File: src/rtl/la_pkg.sv
// Shared logic-analyzer types and constants.
// Used by the protocol trigger units and channel front ends.
package la_pkg;

   typedef enum logic [1:0] {
      IDLE,
      START,
      DATA,
      STOP
   } uart_trig_state_t;

   localparam logic [15:0] UART_MIN_BAUD  = 16'd4;
   localparam int          UART_DATA_BITS = 8;

endpackage

File: src/rtl/sync_flop.sv
// N-stage synchronizer for an asynchronous single-bit input; N clocks latency.
// No backpressure; RST_VAL is loaded into every stage so the output is defined in reset.
module sync_flop #(
   parameter int   N       = 2,
   parameter logic RST_VAL = 1'b0
) (
   input  logic clk,
   input  logic rst_n,
   input  logic d,
   output logic q
);

   logic [N-1:0] stg;

   always_ff @(posedge clk or negedge rst_n) begin
      if (!rst_n) begin
         stg <= {N{RST_VAL}};
      end else begin
         stg <= {stg[N-2:0], d};
      end
   end

   assign q = stg[N-1];

endmodule

File: src/rtl/uart_prot_trig.sv
// UART 8N1 decoder on CH1 that pulses UARTtrig for one clock on a matching, well-framed byte.
// Pulse lands SYNC_STAGES+2+baud/2+9*baud clocks after the RX fall; no backpressure.
module uart_prot_trig
   import la_pkg::*;
#(
   parameter int SYNC_STAGES = 2
) (
   input  logic        clk,
   input  logic        rst_n,
   input  logic        RX,
   input  logic [15:0] baud_cnt,
   input  logic [7:0]  match,
   input  logic [7:0]  mask,
   output logic        UARTtrig
);

   localparam logic [2:0] LAST_BIT = 3'(UART_DATA_BITS - 1);

   logic             rx_s;
   logic             rx_prev;
   uart_trig_state_t state, state_nxt;
   logic [15:0]      baud_lat, baud_lat_nxt;
   logic [15:0]      cnt, cnt_nxt;
   logic [15:0]      reload;
   logic [2:0]       idx, idx_nxt;
   logic [7:0]       shift, shift_nxt;
   logic             trig_nxt;
   logic             expired;

   sync_flop #(
      .N       (SYNC_STAGES),
      .RST_VAL (1'b1)
   ) u_rx_sync (
      .clk   (clk),
      .rst_n (rst_n),
      .d     (RX),
      .q     (rx_s)
   );

   // A zero baud would otherwise wrap the reload to 16'hFFFF and stall the FSM.
   assign reload  = (baud_lat == 16'd0) ? 16'd0 : baud_lat - 16'd1;
   assign expired = (cnt == 16'd0);

   always_ff @(posedge clk or negedge rst_n) begin
      if (!rst_n) begin
         rx_prev  <= 1'b1;
         state    <= IDLE;
         baud_lat <= 16'd0;
         cnt      <= 16'd0;
         idx      <= 3'd0;
         shift    <= 8'h00;
         UARTtrig <= 1'b0;
      end else begin
         rx_prev  <= rx_s;
         state    <= state_nxt;
         baud_lat <= baud_lat_nxt;
         cnt      <= cnt_nxt;
         idx      <= idx_nxt;
         shift    <= shift_nxt;
         UARTtrig <= trig_nxt;
      end
   end

   always_comb begin
      state_nxt    = state;
      baud_lat_nxt = baud_lat;
      cnt_nxt      = cnt;
      idx_nxt      = idx;
      shift_nxt    = shift;
      trig_nxt     = 1'b0;
      case (state)
         IDLE: begin
            if (rx_prev && !rx_s) begin
               baud_lat_nxt = baud_cnt;
               cnt_nxt      = baud_cnt >> 1;
               idx_nxt      = 3'd0;
               state_nxt    = START;
            end
         end
         START: begin
            if (!expired) begin
               cnt_nxt = cnt - 16'd1;
            end else if (rx_s) begin
               state_nxt = IDLE;
            end else begin
               cnt_nxt   = reload;
               state_nxt = DATA;
            end
         end
         DATA: begin
            if (!expired) begin
               cnt_nxt = cnt - 16'd1;
            end else begin
               shift_nxt = {rx_s, shift[7:1]};
               cnt_nxt   = reload;
               idx_nxt   = idx + 3'd1;
               if (idx == LAST_BIT) begin
                  state_nxt = STOP;
               end
            end
         end
         STOP: begin
            if (!expired) begin
               cnt_nxt = cnt - 16'd1;
            end else begin
               trig_nxt  = rx_s && (((shift ^ match) & ~mask) == 8'h00);
               state_nxt = IDLE;
            end
         end
         default: state_nxt = IDLE;
      endcase
   end

endmodule
File: config.mk
export PLATFORM = sky130hd
export DESIGN_NAME = uart_prot_trig
export DESIGN_NICKNAME = d
export VERILOG_FILES = /design/src/rtl/la_pkg.sv /design/src/rtl/sync_flop.sv /design/src/rtl/uart_prot_trig.sv
export SDC_FILE = /design/constraint.sdc
export NUM_CORES = 1
export LEC_CHECK = 0
export CORE_MARGIN = 1.5
export CORE_UTILIZATION = 30
export CTS_CLUSTER_SIZE = 16
export DETAILED_ROUTE_END_ITERATION = 10
export HOLD_SLACK_MARGIN = 0.15
export PLACE_DENSITY = 0.46
export REMOVE_ABC_BUFFERS = 1
export SYNTH_ARGS = -nofsm -noshare
export SYNTH_HDL_FRONTEND = slang
export SYNTH_SLANG_ARGS = --single-unit
File: constraint.sdc
create_clock -name clk -period 5.5 [get_ports clk]
set_input_delay 1.1 -clock clk [delete_from_list [all_inputs] [get_ports clk]]
set_output_delay 1.1 -clock clk [all_outputs]
set_load 0.02 [all_outputs]
== After elaboration in Yosys (flattened, before gate mapping) ==
Cells that the tools add are included.
Word-level totals
  input port bits: 35
  register bits after elaboration: 49
Operators by class
  reductions and logical operators: 13
  bitwise logic cells: 3
  $add $sub $neg: 3
  mux-type cells: 19
  equal/unequal tests: 11
Operators by type and width (count)
  two-way mux 16 bit: 6
  case mux 16 bit (4 select lines): 1
  logical NOT 16 bit: 2
  subtractor 16 x 1 -> 16 bit (second input constant): 2
  two-way mux 2 bit: 6
  inequality test 2 bit (second input constant): 6
  AND 8 bit: 1
  logical NOT 8 bit: 1
  NOT 8 bit: 1
  case mux 2 bit (4 select lines): 1
  bitwise XOR 8 bit: 1
  two-way mux 3 bit: 2
  case mux 3 bit (2 select lines): 1
  AND reduction 3 bit: 2
  AND reduction 5 bit: 1
  equality test 2 bit (second input constant): 2
  AND reduction 2 bit: 2
  adder 3 x 1 -> 3 bit (second input constant): 1
  equality test 3 bit (second input constant): 1
  inequality test 3 bit (second input constant): 1
  equality test 2 x 1 -> 1 bit (second input constant): 1
  logical AND 1 bit: 2
  logical NOT 2 bit: 1
  two-way mux 1 bit: 2
  2 further kinds: 2

== Depth between registers and ports, before layout ==
Gate-level depths: netlist of the first run.
  depth after elaboration: 6
  mapped depth: 11

== By module ==
Synthesis of the first run repeated with hierarchy kept, for this count alone.
Second synthesis, totals
  cells, all modules: 323
  area, all modules: 3091.7 µm²
Modules (own cells, without submodules)
  uart_prot_trig: cells each 321, area an instance 3039.2 µm², times used 1, sequential area each 1177.4 µm²
  sync_flop: cells each 2, area an instance 52.6 µm², times used 1, sequential area each 52.6 µm²

== Worst setup path after synthesis of the first run ==
No wires, ideal clock.
  path type: flip-flop to flip-flop
  from: register cnt[0]
  to: register cnt[12]
  clock period less this slack: 2.618 ns
  path buffers: 2
  cell stages (with the launch flop): 11
  data required time: 5.379 ns
  path slack: 2.882 ns
  library setup time: 0.121 ns
  arrival time: 2.497 ns
  cells stage by stage: dfrtp_1 -> inv_1 -> ha_1 -> or4b_1 -> clkbuf_1 -> or4_4 -> buf_6 -> a21oi_4 -> o21a_1 -> o21ai_1 -> a22o_1
On the way
  cells in the longest elaborated chain, start to end: 3
Ends and longest elaborated chain
  from (decl): line uart_prot_trig.sv:23  | logic [15:0] cnt, cnt_nxt;
  from (signal assigned): line uart_prot_trig.sv:57  | cnt <= cnt_nxt;
  subtractor 16 x 1 -> 16 bit or logical NOT 16 bit (tied branches)
  two-way mux 16 bit (tied with other cells): line uart_prot_trig.sv:103  | if (!expired) begin
  case mux 16 bit (4 select lines) or AND reduction 3 bit (tied branches)
Parallel ways exist; a longest one is shown, timed or not. The select of a mux whose other input is x is not followed.
A chain may end at the register's enable or synchronous reset.

== Final worst setup path of the first run ==
  from: register cnt[0]
  to: register cnt[0]
Same word-level chain as after synthesis.

==> out/qor.yml, run 1 <==
yosys:
  post_synth_num_cell_types: 52
  syn_avg_cell_area_sq_um: 9.56
  synthArstFlopShare_pct: 100
  yosys_warnings: 0
  synth_edf_count: 0
  synth_top_cell_by_area: "dfrtp_1"
  syn_area_sq_um: 3010
  synth_commonest_cells: "dfrtp_1 (46), nor2_1 (36), mux2_2 (22)"
  synth_top_area_share_pct: 38.2
  synthTopCellsByArea: "dfrtp_1 (38%), mux2_2 (8.2%), xnor2_1 (4.9%)"
  ys_ff_latch: 49
  ys.flop_type: "dfrtp_1"
  yosysMostFrequentCell: "dfrtp_1"
  syn_inst: 315
  seq_area_frac_synth_pct: 40.8
power:
  p_switching_w: 0.000750
  p_clk_share_pct: 15.9
  intPower_w: 0.000984
  power_leakage_nw: 1.40
  power-per-cell-area_nw_per_um2: 485
  switching_share_pct: 43.3
  sequentialPowerShare_pct: 37.3
  peakVddDrop_uv: 133
  power_frac_comb_pct: 46.8
clocking:
  post_cts_buffers: 0
  path_clk_slew_ns: 0.10
  cts-root-buf: "clkbuf_8"
  cts_buffers: 5
  clock_path_buffers: 2
  cts_resized: 0
  htreeDepth: 2
  cts_tree: "done"
  clock_latency_ns: 0.31
  cts.sinks: 49
  cts_hold_buf: 0
global_route:
  grt_usage_pct: 15.8
  use_met3_pct: 2.28
  grt_use_met1_pct: 23.5
  busiest_layer: "met2"
  met2_usage_pct: 24.0
  grt_pass1_wl_mm: 12.7
  grt_max_degree: 50
  antenna_found_initial: 0
  grt_pass1_vias: 2336
  grt_overflow: 0
setup_path:
  cp.required_ns: 5.72
  path_class: "reg2reg"
  critPathLaunchType: "flip-flop"
  crit_chain: "inv_1 -> ha_1 -> or4b_1 -> nor3_1 -> nand2b_1 -> nor2_1 -> a211oi_1 -> a211oi_1"
  crit_arrival_ns: 3.60
  critPathTopFamily: "simple AND/OR/NAND/NOR gates"
  critPathCapture: "cnt[0]"
  worst-path-max-fanout: 12
  crit_cells: 8
  reg2reg_depth: 8
  max_stage_delay_ns: 0.82
  timing.rr.end: "cnt[0]"
  rrSetupSlack_ns: 2.12
  critPathBufInv: 1
  cp_common_cell: "a211oi_1"
  worstSetupEndpointType: "flip-flop"
  r2r_start: "cnt[0]"
  crit_start: "cnt[0]"
  cpMaxStageDelayCell: "nor2_1"
floorplanning:
  rows: 36
  die_w_microns: 103
  die_h_microns: 103
  coreArea_sq_um: 9770
  io_pins: 36
  die-area_sq_um: 10600
  initial_core_util_pct: 30.8
run_status:
  outcome: "completed"
place:
  portBuffers: 35
  gp_congestion: 0.755
  hpwl_mm: 5.49
  place_area_sq_um: 3460
detailed_routing:
  drt_iter0_markers: 176
  drc: 0
  routed_wirelength_mm: 7.85
  routed_via_density: 5.06
  dr.pass1.iters: 4
  wl_per_cell_microns: 16.4
  ant_nets: 0
  vias: 2430
cells_and_area:
  layout.nets: 391
  drive_gt1_share_pct: 12.1
  fin_util_pct: 36.6
  nFillCells: 1016
  final-seq-area_sq_um: 1230
  final_area_sq_um: 3580
  n_antenna_cell: 0
  syn2layout_area_growth_pct: 18.7
  multiInputGateArea_sq_um: 1680
sta:
  finalSetupTns_ns: 0
  worst_pin_slew_ns: 1.14
  fin_worst_skew_ns: 0.00739
  fmax_ghz: 0.296
  max_slew_margin_pct: 24.0
  hold_viol: 0
  final.min_clock_period_ns: 3.38
  rsz0062_at_grt: "false"
  drv_slew: 0
  setup_viol: 0
  period_share_pct: 61.4
run:
  drv_cap: 0
worst_hold_path:
  hold_class: "reg2reg"
worst min path at each step:
stage	start	slack, ns	to	cells past startpoint
3_3_place_gp	u_rx_sync.stg[0]	0.35	u_rx_sync.stg[1]	0
3_5_place_dp	u_rx_sync.stg[0]	0.35	u_rx_sync.stg[1]	0
6_report	u_rx_sync.stg[0]	0.36	u_rx_sync.stg[1]	0
4_1_cts	u_rx_sync.stg[0]	0.36	u_rx_sync.stg[1]	0
2_1_floorplan	u_rx_sync.stg[0]	0.35	u_rx_sync.stg[1]	0
5_1_grt	u_rx_sync.stg[0]	0.37	u_rx_sync.stg[1]	0
logic make-up (layout without fill, tap and decap cells):
family / count (synthesis) / after routing / share of synthesized area [%]
buf+inv: 21 / 53 / 3.49
fa+ha+maj: 10 / 10 / 4.15
compound gates: 75 / 75 / 16.5
simple gates: 110 / 110 / 18.6
flops: 49 / 49 / 40.8
mux: 22 / 22 / 8.23
xor+xnor: 28 / 28 / 8.14
state kept, by name, summed over array words and instances, names as in the netlist, named ones only:
register and cells:
cnt 16, idx 3, UARTtrig 1, baud_lat 16, state 1, u_rx_sync.stg 2, rx_prev 1, shift 8
layout make-up:
class / count / area share [%]
multi-input cells: 245 / 46.9
flip-flops and latches: 49 / 34.4
clock buffers: 7 / 2.41
clock inverters: 1 / 0.840
repair buffers: 36 / 9.87
well taps: 133 / 4.65
inverters: 9 / 0.945
placed cells by master (no fill, tap or decap), drive strengths merged, types with 2 or more instances in the layout:
cell type,Yosys,layout
a22o,4,4
nand4,2,2
inv,9,9
a21oi,22,22
or3,3,3
o21a,2,2
nor3,10,10
nand2b,5,5
dfrtp,46,46
xnor2,17,17
nor3b,6,6
xor2,11,11
mux2,22,22
buf,6,2
o21ai,18,18
nand3,7,7
clkbuf,6,7
o22ai,11,11
a32oi,2,2
ha,10,10
clkdlybuf4s50,0,34
a211oi,5,5
or4,5,5
nor2,36,36
dfstp,3,3
nand2,21,21
nor4,9,9
worst reg2reg max path, delay by kind of cell (launching register included):
family          cells  cell delay, ns
flops               1            0.40
buf+inv             1            0.08
simple gates        4            2.13
fa+ha+maj           1            0.19
compound gates      2            0.48
metal layers:
layer,part of all wire (%),routed length (microns)
met4,1.2,92
met5,0,0
met2,44,3480
met3,3.6,279
met1,51,4000
power groups by stage:
stage | clock network [W] | logic, W | registers [W]
2_1_floorplan | 0 | 0.000604 | 0.000606
3_3_place_gp | 0 | 0.000810 | 0.000647
3_5_place_dp | 0 | 0.000804 | 0.000651
4_1_cts | 0.000288 | 0.000812 | 0.000645
5_1_grt | 0.000298 | 0.000907 | 0.000670
6_report | 0.000276 | 0.000812 | 0.000646
through the flow:
step	instances	setup slack (ns)	total power (W)	hold WS [ns]
after global routing	480	1.93	0.00188	0.371
after global placement	472	2.33	0.00146	0.347
final	480	2.12	0.00173	0.360
after floorplan	303	2.82	0.00121	0.345
after detailed placement	472	2.24	0.00146	0.350
after CTS	480	2.21	0.00174	0.362
No activity file was read; power rests on OpenSTA's default activity.
==> run 2, diff against run 1 <==
PLACE_DENSITY = 0.48   (was 0.46)
clock period = 2.8 ns   (was 5.5 ns; I/O delays follow)
==> run 2 against run 1 <==
  * Sequential cell count did not move
  * Hold slack got worse by 0.14 ns
  * Sequential power rose by 92%
==> out/qor.yml, run 2 (same netlist as run 1, synthesis figures left out) <==
clocking:
  htreeDepth: 2
  clock_latency_ns: 0.31
  cts-root-buf: "clkbuf_8"
  clock_path_buffers: 2
  path_clk_slew_ns: 0.09
  cts_buffers: 5
  cts_tree: "done"
  cts.sinks: 49
setup_path:
  cp.required_ns: 3.00
  worstSetupEndpointType: "flip-flop"
  critPathLaunchType: "flip-flop"
  worst-path-max-fanout: 6
  crit_arrival_ns: 2.87
  path_class: "reg2reg"
cells_and_area:
  layout_commonest_cell: "dfrtp_1"
  multiInputGateArea_sq_um: 1680
  syn2layout_area_growth_pct: 23.5
  nFillCells: 991
  mostFrequentLayoutCells: "dfrtp_1 (46), nor2_1 (35), clkdlybuf4s50_1 (34), mux2_2 (22)"
  final_area_sq_um: 3720
  layout.nets: 411
  n_antenna_cell: 0
  fin_util_pct: 38.1
  drive_gt1_share_pct: 17.2
  final-seq-area_sq_um: 1230
  reg_top3: "baud_lat (16), cnt (16), shift (8)"
place:
  hpwl_mm: 6.07
  gp_congestion: 0.866
  place_area_sq_um: 3630
  portBuffers: 35
global_route:
  antenna_found_initial: 0
  grt_max_degree: 28
  grt_usage_pct: 16.1
  grt_overflow: 0
  grt_pass1_vias: 2511
  grt_pass1_wl_mm: 13.0
sta:
  final.min_clock_period_ns: 2.67
  finalSetupTns_ns: 0
  hold_viol: 0
  period_share_pct: 95.2
  setup_viol: 0
  fin_worst_skew_ns: 0.00753
  rsz0062_at_grt: "false"
  fmax_ghz: 0.375
  max_slew_margin_pct: 21.2
  worst_pin_slew_ns: 1.18
  drv_slew: 0
floorplanning:
  rows: 36
  io_pins: 36
  initial_core_util_pct: 30.8
  die-area_sq_um: 10600
  die_h_microns: 103
  die_w_microns: 103
  coreArea_sq_um: 9770
run_status:
  outcome: "completed"
power:
  power_leakage_nw: 1.50
  power-per-cell-area_nw_per_um2: 940
  peakVddDrop_uv: 296
worst_hold_path:
  hold_class: "in2async"
detailed_routing:
  drc: 0
  dr.pass1.iters: 4
  routed_via_density: 5.08
  drt_iter0_markers: 176
  routed_wirelength_mm: 7.87
  wl_per_cell_microns: 15.7
  ant_nets: 0
  vias: 2538
run:
  drv_cap: 0
==> run 2: cell count changes in the layout (fill, tap and decap cells not counted) <==
cell,before,now
buf_12,0,2
nor2_1,36,35
clkinv_2,0,2
nor2_2,0,1
clkbuf_8,6,5
bufinv_16,1,0
buf_4,1,19
==> run 2: final cells by class <==
type,instances,area share (%)
clock inverter,2,0.269
clock buffer,6,1.95
inverter,9,0.908
timing repair buffer,56,14.2
sequential,49,33.1
multi-input combinational,245,45.1
tap,133,4.47
==> run 2: worst max-delay path, stage by stage (launching register included) <==
cell,delay [ns]
dfrtp_1,0.41
inv_1,0.09
ha_1,0.19
or4b_1,0.48
or4_4,0.57
a21oi_4,0.28
o21a_1,0.18
o21ai_1,0.07
a22o_1,0.28
==> run 2: where the power goes <==
group	internal, W	leakage, nW	switching [W]	total (W)
sequential	0.000956	0.606	0.000286	0.00124
combinational	0.000838	0.846	0.000991	0.00183
clock	0.000174	0.0450	0.000250	0.000424
==> run 2: final timing paths <==
path / depth (start not counted) / endpoint / slack [ns] / startpoint
min in group clk: 0 / u_rx_sync.stg[1] / 0.36 / u_rx_sync.stg[0]
min reg2reg: 0 / u_rx_sync.stg[1] / 0.36 / u_rx_sync.stg[0]
max in group asynchronous: 2 / rx_prev / 1.97 / rst_n
min: 1 / shift[3] / 0.22 / rst_n
max reg2reg: 8 / cnt[12] / 0.13 / cnt[0]
max: 8 / cnt[12] / 0.13 / cnt[0]
==> run 2: what timing repair did <==
| action | CTS | global route |
|---|---|---|
| buffers inserted | 0 | 0 |
| resized for setup | 0 | 1 |
| hold buffers | 0 | 0 |
| endpoints found under the setup margin | 0 | 1 |
==> run 2: per-layer routing <==
layer  global-route usage [%]  up-vias  part of all wire (%)
li1                         -     1245                     -
met1                     24.5     1230                    51
met4                     5.72        0                   2.3
met3                     2.08       14                   2.9
met5                        0        -                     0
met2                     23.4       49                    44
==> run 2: stage by stage <==
| stage | hold slack, ns | setup WS [ns] | total power, W | instances |
|---|---|---|---|---|
| after global routing | 0.272 | 0.00337 | 0.00380 | 500 |
| after floorplan | 0.264 | 0.116 | 0.00238 | 303 |
| after global placement | 0.347 | 0.204 | 0.00308 | 492 |
| final | 0.223 | 0.134 | 0.00350 | 500 |
| after CTS | 0.240 | 0.126 | 0.00352 | 500 |
| after detailed placement | 0.347 | 0.143 | 0.00308 | 492 |
==> run 3, diff against run 2 <==
CORE_MARGIN = default   (was 1.5)
==> run 3 against run 2 <==
  * Global-route usage rose by 0.074 points
  * Combinational power fell by 2%
  * Die area fell by 1.9%
  * Clock skew rose by 0.0030 ns
  * Final area did not move
  * Worst setup slack improved by 0.012 ns
  * Largest power group unchanged
==> out/qor.yml, run 3 (same netlist as run 1, synthesis figures left out) <==
worst_hold_path:
  hold_class: "in2async"
sta:
  max_slew_margin_pct: 29.6
  fin_worst_skew_ns: 0.0105
  final.min_clock_period_ns: 2.65
  fmax_ghz: 0.377
  rsz0062_at_grt: "false"
  worst_pin_slew_ns: 1.05
  period_share_pct: 94.8
  drv_slew: 0
  setup_viol: 0
  finalSetupTns_ns: 0
  hold_viol: 0
power:
  power_leakage_nw: 1.50
  switching_share_pct: 43.5
  p_switching_w: 0.00150
  power-per-cell-area_nw_per_um2: 927
  power_frac_comb_pct: 51.9
  sequentialPowerShare_pct: 36.0
  total_power_w: 0.00345
  intPower_w: 0.00195
  peakVddDrop_uv: 289
  p_clk_share_pct: 12.1
clocking:
  path_clk_slew_ns: 0.10
  cts_hold_buf: 0
  cts-root-buf: "clkbuf_8"
  cts_tree: "done"
  cts.sinks: 49
  clock_path_buffers: 2
  clock_latency_ns: 0.31
  cts_buffers: 5
  cts_resized: 0
  post_cts_buffers: 0
  htreeDepth: 2
run:
  drv_cap: 0
detailed_routing:
  drc: 0
  routed_wirelength_mm: 7.79
  vias: 2477
  ant_nets: 0
  wl_per_cell_microns: 15.6
  dr.pass1.iters: 4
  routed_via_density: 4.94
  drt_iter0_markers: 95
global_route:
  grt_overflow: 0
  grt_usage_pct: 16.2
  antenna_found_initial: 0
  grt_pass1_vias: 2470
  grt_pass1_wl_mm: 13.0
  grt_max_degree: 26
setup_path:
  critPathBufInv: 2
  reg2reg_depth: 9
  worstSetupEndpointType: "flip-flop"
  path_class: "reg2reg"
  rrSetupSlack_ns: 0.15
  critPathLaunchType: "flip-flop"
  crit_chain: "inv_1 -> ha_1 -> or4b_1 -> or4_4 -> a21oi_4 -> buf_4 -> nor2_1 -> a211oi_1 -> o31ai_1"
  max_stage_delay_ns: 0.57
  crit_arrival_ns: 2.85
  critPathTopFamily: "simple AND/OR/NAND/NOR gates"
  cp.required_ns: 2.99
  worst-path-max-fanout: 9
  timing.rr.end: "cnt[2]"
  cpMaxStageDelayCell: "or4_4"
  r2r_start: "cnt[0]"
floorplanning:
  io_pins: 36
  die-area_sq_um: 10400
  die_w_microns: 102
  initial_core_util_pct: 31.0
  rows: 36
  coreArea_sq_um: 9730
  die_h_microns: 102
cells_and_area:
  drive_gt1_share_pct: 17.4
  layout.nets: 412
  mostFrequentLayoutCells: "dfrtp_1 (46), nor2_1 (36), clkdlybuf4s50_1 (34), mux2_2 (22), buf_4 (21)"
  n_antenna_cell: 0
  layout_commonest_cell: "dfrtp_1"
  reg_top3: "baud_lat (16), cnt (16), shift (8)"
  syn2layout_area_growth_pct: 23.5
  nFillCells: 996
place:
  hpwl_mm: 6.02
  gp_congestion: 0.835
  portBuffers: 35
run_status:
  outcome: "completed"
-- run 3: cell types whose count changed in the layout (fill, tap and decap cells not counted) --
cell	delta
o41ai_1	-1
buf_4	+2
nor2_2	-1
o41ai_2	+1
buf_12	-1
nor2_1	+1
-- run 3: worst max-delay path by stage --
| stage | start | cells past startpoint | endpoint | slack [ns] |
|---|---|---|---|---|
| after floorplan | cnt[0] | 8 | cnt[12] | 0.12 |
| after global placement | cnt[0] | 8 | cnt[9] | 0.26 |
| after detailed placement | cnt[0] | 9 | cnt[2] | 0.17 |
| after CTS | cnt[0] | 9 | cnt[2] | 0.15 |
| after global routing | cnt[0] | 8 | cnt[9] | 0.006 |
| final | cnt[0] | 9 | cnt[2] | 0.15 |
-- run 3: final cells by class --
cell class / count / area, sq um / share of cell area [%]
multi-input combinational: 245 / 1680 / 45.3
sequential: 49 / 1230 / 33.1
timing repair buffer: 57 / 523 / 14.1
tap: 133 / 166 / 4.47
clock buffer: 6 / 72.6 / 1.95
inverter: 9 / 33.8 / 0.908
clock inverter: 2 / 10.0 / 0.269
-- run 3: power by group through the flow --
stage | Combinational (W) | Sequential, W | Clock, W
after floorplan | 0.00119 | 0.00119 | 0
after global placement | 0.00176 | 0.00125 | 0
after detailed placement | 0.00177 | 0.00125 | 0
after CTS | 0.00178 | 0.00124 | 0.000438
after global routing | 0.00200 | 0.00129 | 0.000465
final | 0.00179 | 0.00124 | 0.000417
-- run 3: worst reg2reg max path: cells and delay by family (launching register included) --
family          cells  cell delay (ns)
compound gates      3             0.55
fa+ha+maj           1             0.19
buf+inv             2             0.29
flops               1             0.41
simple gates        3             1.10
-- run 3: metrics by stage --
step | area (sq um) | util [%] | std cells | hold WS [ns] | worst slack [ns]
5_1_grt | 3720 | 38.2 | 501 | 0.298 | 0.00584
2_1_floorplan | 2940 | - | 303 | 0.264 | 0.116
4_1_cts | 3710 | 38.2 | 501 | 0.279 | 0.153
3_3_place_gp | 3630 | 37.3 | 493 | 0.348 | 0.258
3_5_place_dp | 3630 | 37.3 | 493 | 0.347 | 0.167
6_report | 3720 | 38.2 | 501 | 0.263 | 0.146
-- run 3: layer usage --
metal / routed length [microns] / track usage, % / vias to the layer above / share of wire [%]
met1: 4010 / 24.1 / 1188 / 52
met2: 3410 / 24.9 / 41 / 44
met4: 68 / 3.52 / 0 / 0.87
met5: 0 / 0 / - / 0
met3: 300 / 2.19 / 7 / 3.9
li1: - / - / 1241 / -
